--- src/rtl/unidade_controle.sv ---
// Microcode-style control unit: sequences LOAD/STORE/ALU/NOP instructions into
// register-bank bus selects, write strobes and RAM commands via a Moore FSM.
module unidade_controle (
  input  logic       clock,
  input  logic       reset_n,
  input  logic       start,
  input  logic [7:0] instr,
  output logic [3:0] bbus_sig,
  output logic [9:0] cbus_sig,
  output logic [3:0] ram_addr,
  output logic [1:0] ram_wr_enable,
  output logic [2:0] alu_op,
  output logic       busy,
  output logic       done,
  output logic       error,
  output logic [7:0] instr_count
);

  typedef enum logic [3:0] {
    S_IDLE, S_DECODE, S_MAR, S_WAIT, S_MDR, S_SEL, S_HLD,
    S_SEL2, S_WB, S_WR, S_CLR, S_DONE, S_ERR
  } state_t;

  state_t     state_q, state_d;
  logic [7:0] instr_q, instr_d;
  logic [3:0] bbus_q, bbus_d;
  logic [9:0] cbus_q, cbus_d;
  logic [3:0] addr_q, addr_d;
  logic [1:0] rw_q, rw_d;
  logic [2:0] alu_q, alu_d;
  logic       busy_q, busy_d;
  logic       done_q, done_d;
  logic       err_q, err_d;
  logic [7:0] cnt_q, cnt_d;

  logic [3:0] opcode, operand;
  logic       reg_ok, is_alu;

  assign opcode  = instr_d[7:4];
  assign operand = instr_d[3:0];
  assign is_alu  = (opcode == 4'd3) || (opcode == 4'd4) || (opcode == 4'd5);
  assign reg_ok  = (operand == 4'd1) || ((operand >= 4'd4) && (operand <= 4'd8));

  always_comb begin
    state_d = state_q;
    instr_d = instr_q;
    unique case (state_q)
      S_IDLE:   if (start) begin
                  instr_d = instr;
                  state_d = S_DECODE;
                end
      S_DECODE: begin
                  if (opcode == 4'd0)                         state_d = S_DONE;
                  else if ((opcode == 4'd1) || (opcode == 4'd2)) state_d = S_MAR;
                  else if (is_alu && reg_ok)                  state_d = S_SEL;
                  else                                        state_d = S_ERR;
                end
      S_MAR:    state_d = (opcode == 4'd1) ? S_WAIT : S_SEL;
      S_WAIT:   state_d = S_MDR;
      S_MDR:    state_d = S_SEL;
      S_SEL:    state_d = is_alu ? S_HLD : S_WB;
      S_HLD:    state_d = S_SEL2;
      S_SEL2:   state_d = S_WB;
      S_WB:     state_d = (opcode == 4'd2) ? S_WR : S_DONE;
      S_WR:     state_d = S_CLR;
      S_CLR:    state_d = S_DONE;
      S_DONE:   state_d = S_IDLE;
      S_ERR:    state_d = S_IDLE;
      default:  state_d = S_IDLE;
    endcase
  end

  // Outputs are decoded from the next state so each register holds the
  // values belonging to the state it is entering.
  always_comb begin
    bbus_d = '0;
    cbus_d = '0;
    rw_d   = '0;
    alu_d  = '0;
    addr_d = addr_q;
    busy_d = (state_d != S_IDLE);
    done_d = (state_d == S_DONE) || (state_d == S_ERR);
    cnt_d  = cnt_q + 8'((state_d == S_DONE) ? 1 : 0);
    err_d  = err_q;
    if ((state_q == S_IDLE) && start) err_d = 1'b0;
    if (state_d == S_ERR)             err_d = 1'b1;
    case (state_d)
      S_MAR: begin
        addr_d    = operand;
        cbus_d[0] = 1'b1;
        if (opcode == 4'd1) begin
          cbus_d[2] = 1'b1;
          rw_d      = 2'b01;
        end
      end
      S_MDR:  cbus_d[1] = 1'b1;
      S_SEL:  bbus_d = (opcode == 4'd1) ? 4'd1 : 4'd7;
      S_HLD: begin
        bbus_d    = 4'd7;
        cbus_d[9] = 1'b1;
      end
      S_SEL2: bbus_d = operand;
      S_WB: begin
        case (opcode)
          4'd1: begin bbus_d = 4'd1; cbus_d[7] = 1'b1; end
          4'd2: begin bbus_d = 4'd7; cbus_d[3] = 1'b1; end
          4'd3: begin bbus_d = operand; cbus_d[7] = 1'b1; alu_d = 3'b001; end
          4'd4: begin bbus_d = operand; cbus_d[7] = 1'b1; alu_d = 3'b010; end
          4'd5: begin bbus_d = operand; cbus_d[7] = 1'b1; alu_d = 3'b011; end
          default: ;
        endcase
      end
      S_WR: begin
        cbus_d[2] = 1'b1;
        rw_d      = 2'b10;
      end
      S_CLR:  cbus_d[2] = 1'b1;
      default: ;
    endcase
  end

  always_ff @(posedge clock or negedge reset_n) begin
    if (!reset_n) begin
      state_q <= S_IDLE;
      instr_q <= '0;
      bbus_q  <= '0;
      cbus_q  <= '0;
      addr_q  <= '0;
      rw_q    <= '0;
      alu_q   <= '0;
      busy_q  <= 1'b0;
      done_q  <= 1'b0;
      err_q   <= 1'b0;
      cnt_q   <= '0;
    end else begin
      state_q <= state_d;
      instr_q <= instr_d;
      bbus_q  <= bbus_d;
      cbus_q  <= cbus_d;
      addr_q  <= addr_d;
      rw_q    <= rw_d;
      alu_q   <= alu_d;
      busy_q  <= busy_d;
      done_q  <= done_d;
      err_q   <= err_d;
      cnt_q   <= cnt_d;
    end
  end

  assign bbus_sig      = bbus_q;
  assign cbus_sig      = cbus_q;
  assign ram_addr      = addr_q;
  assign ram_wr_enable = rw_q;
  assign alu_op        = alu_q;
  assign busy          = busy_q;
  assign done          = done_q;
  assign error         = err_q;
  assign instr_count   = cnt_q;

endmodule

--- config.mk ---
export PLATFORM = sky130hd
export DESIGN_NAME = unidade_controle
export DESIGN_NICKNAME = d
export VERILOG_FILES = /design/src/rtl/unidade_controle.sv
export SDC_FILE = /design/constraint.sdc
export NUM_CORES = 1
export LEC_CHECK = 0
export CAP_MARGIN = 30
export CORE_ASPECT_RATIO = 1.2
export CORE_MARGIN = 1.5
export CORE_UTILIZATION = 25
export CTS_BUF_LIST = sky130_fd_sc_hd__clkbuf_4 sky130_fd_sc_hd__clkbuf_8
export DETAILED_ROUTE_END_ITERATION = 6
export SLEW_MARGIN = 20
export SYNTH_ARGS = -nofsm -noshare
export SYNTH_HDL_FRONTEND = slang
export SYNTH_SLANG_ARGS = --single-unit
--- constraint.sdc ---
create_clock -name clock -period 2.6 [get_ports clock]
set_input_delay 0.78 -clock clock [delete_from_list [all_inputs] [get_ports clock]]
set_output_delay 0.78 -clock clock [all_outputs]
set_load 0.02 [all_outputs]
==> impl_metrics.tcl <==
set metrics [dict create \
    yosys.area_share.xor_xnor 0.0365 \
    r2r_end "instr_count[6]" \
    drc 0 \
    p_leak_uw 0.00126 \
    std_cell_rows 36 \
    syn_area_per_cell_um2 10.6 \
    cts_hold_buf 0 \
    slowest_delay_ns 0.47 \
    synthMuxAreaShare 0.0875 \
    crit_arrival_ns 2.66 \
    clockBufferDepth 2 \
    synth_compound_area_frac 0.111 \
    cts_tree "done" \
    synth-seq-cells 41 \
    ios 45 \
    synth_top_family_by_area "simple AND/OR/NAND/NOR gates" \
    cp_top_family "buffers and inverters" \
    worstSetupStartpointType "input port" \
    fillers 843 \
    dpl-instance-area_mm2 0.00283 \
    async_reset_ff_frac 1.00 \
    post-route-cell-area_mm2 0.00298 \
    crit_chain "clkdlybuf4s50_1 -> nor4bb_2 -> buf_4 -> o32ai_1 -> mux2i_2 -> a311oi_2 -> nor3b_2 -> o21bai_1" \
    antenna_left 0 \
    crit_path_end_kind "flip-flop" \
    grt_max_degree 17 \
    worst-path-buf-inv 2 \
    wire_per_inst_um 13.2 \
    syn_area_mm2 0.00216 \
    max_freq_mhz 405 \
    ys_seq_area_frac 0.475 \
    vdd_drop_max_uv 471 \
    synth_fa_ha_area_frac 0.0116 \
    synth.distinct_cells 56 \
    worst_ep_required_time_ns 2.78 \
    worstSkewPairLatency_ns 0.30 \
    power_uw 3440 \
    cts-buffers-inserted 5 \
    period_needed_ns 2.47 \
    root_buffer "clkbuf_8" \
    drt_first_pass_iters 4 \
    initial_core_util 0.262 \
    antenna_found_initial 0 \
    final_max_slew_viol_count 0 \
    report.final.hold_viol_count 0 \
    path_clk_slew_ns 0.08 \
    r2r_cells 10 \
    cp_slowest_cell "clkdlybuf4s50_1" \
    yosysWarnings 0 \
    viasPerCell 4.53 \
    ys.flop_type "dfrtp_1" \
    fin_crit_sh 0.950 \
    drv_cap 0 \
    grt_pass1_vias 1678 \
    overflow 0 \
    r2r_setup_slack_ns 0.15 \
    crit_cells 8 \
    totalWireLength_mm 5.07 \
    die_w_um 87.8 \
    r2r-start "state_q[3]" \
    die_area_mm2 0.00920 \
    synthCells 204 \
    vias 1740 \
    drtIter0Drc 82 \
    synth_edf_count 0 \
    worstHoldPathType "input port to asynchronous set/reset pin" \
    crit_type "input port to flip-flop" \
    dp_hpwl_mm 3.91 \
    skew_ns 0.00624 \
    drive_above_1_share 0.281 \
    gp_congestion 0.838 \
    core-area_mm2 0.00824 \
    nNetsFinal 282 \
    track_usage 0.117 \
    htreeDepth 2 \
    insertedDiodeCount 0 \
    die_h_um 105 \
    power-per-cell-area_mw_per_mm2 1160 \
    setup_violations 0 \
    grt_pass1_wl_mm 8.31 \
    io_buffers 39 \
    area_delta_synth_final_pct 37.9 \
    critPathMaxFanout 3 \
    holdWs_ns 0.366 \
    clock-sinks 41 \
    status "finished, final reports clean" \
    synthSimpleGateAreaFrac 0.227 \
]
## cells in the mapped netlist (all sizes together), types with 2 or more instances
master   n  area, um2
o31ai    2       15.0
nor2    15       56.3
xnor2    4       35.0
nor4bb   2       20.0
nor3b    3       22.5
and2     5       31.3
nor3     6       30.0
mux2i    2       20.0
or3b     2       17.5
mux2    15        169
or4b     3       33.8
and3     2       12.5
nand3b   2       15.0
nor2b    7       43.8
o21ai    7       46.3
ha       2       25.0
a211oi   2       27.5
nand2b   4       25.0
buf     11       76.3
nand2   14       52.6
clkbuf   3       12.5
xor2     5       43.8
dfrtp   41       1030
inv      5       18.8
nand3   10       50.1
o21bai   2       15.0
a21oi    9       48.8
## power by group
group	total (uW)	switching (uW)	leakage, uW	internal (uW)
Sequential	1070	205	0.000522	862
Clock	413	228	0.0000439	185
Combinational	1960	1000	0.000695	964
## placed cells by master, fill, tap and decap left out, types with 2 or more instances in the layout
master	Yosys	routed
a21oi_1	8	8
inv_1	5	5
xor2_1	5	5
nor3b_1	3	2
nor2b_1	7	6
nand2_1	14	14
nand3b_1	2	2
nand2b_1	4	4
nand3_1	10	9
dfrtp_2	0	3
clkbuf_8	0	5
nor3_1	6	6
and2_1	5	5
dlygate4sd2_1	0	2
clkinv_2	0	2
dfrtp_1	41	38
nor2_1	15	14
and3_1	2	2
o21ai_0	5	5
mux2_2	15	14
buf_4	6	29
conb_1	1	5
xnor2_1	4	4
clkdlybuf4s50_1	0	35
o21bai_1	2	2
## metal layers
layer	vias to the layer above	GRT usage	wire, um
li1	839	-	-
met5	-	0	0
met1	849	0.161	2340
met3	9	0.0245	203
met2	43	0.181	2450
met4	0	0.0374	78
## state kept, by name (all words and copies together), names as in the netlist
name and flops:
done 1, busy 1, alu_op 2, instr_q 8, instr_count 8, error 1
state_q 4, ram_addr 4, ram_wr_enable 2, cbus_sig 6, bbus_sig 4
## logic make-up after synthesis
| group | count (synthesis) |
|---|---|
| AND/OR/NAND/NOR | 83 |
| flip-flops | 41 |
| AO/OA/AOI/OAI | 32 |
| buffers and inverters | 19 |
| multiplexers | 17 |
| XOR/XNOR | 9 |
| adder cells (fa/ha/maj) | 2 |
| other | 1 |
## cell type report
| class | count | area (um2) | share of cell area |
|---|---|---|---|
| clock buffers | 5 | 68.8 | 0.0231 |
| clock inverters | 3 | 17.5 | 0.00589 |
| repair buffers | 68 | 603 | 0.203 |
| flip-flops and latches | 41 | 1030 | 0.346 |
| well taps | 114 | 143 | 0.0479 |
| inverters | 5 | 18.8 | 0.00631 |
| multi-input cells | 148 | 1090 | 0.368 |
## per-stage QoR
stage,setup slack [ns],TNS (ns),utilization,std cells
final,0.129,0,0.361,384
after global routing,-0.0195,-0.0229,0.361,384
after CTS,0.0125,0,0.355,384
after detailed placement,-0.436,-4.40,0.343,375
after global placement,-0.337,-3.83,0.343,375
after floorplan,0.0477,0,-,208
## how the worst max path moves through the flow
stage             start              to  slack [ns]
2_1_floorplan     start  instr_count[6]        0.05
3_3_place_gp   instr[7]     cbus_sig[2]       -0.34
3_5_place_dp   instr[7]     cbus_sig[2]       -0.44
4_1_cts        instr[7]     cbus_sig[2]        0.01
5_1_grt        instr[3]     cbus_sig[2]       -0.02
6_report       instr[4]     cbus_sig[2]        0.13
## what timing repair did
action / CTS / global route
hold endpoints to repair: 0 / 0
buffers inserted: 1 / 0
endpoints found under the setup margin: 4 / 6
gates resized for setup: 5 / 12
pin swaps: 1 / 2
Power figures use the tool's default switching activity.
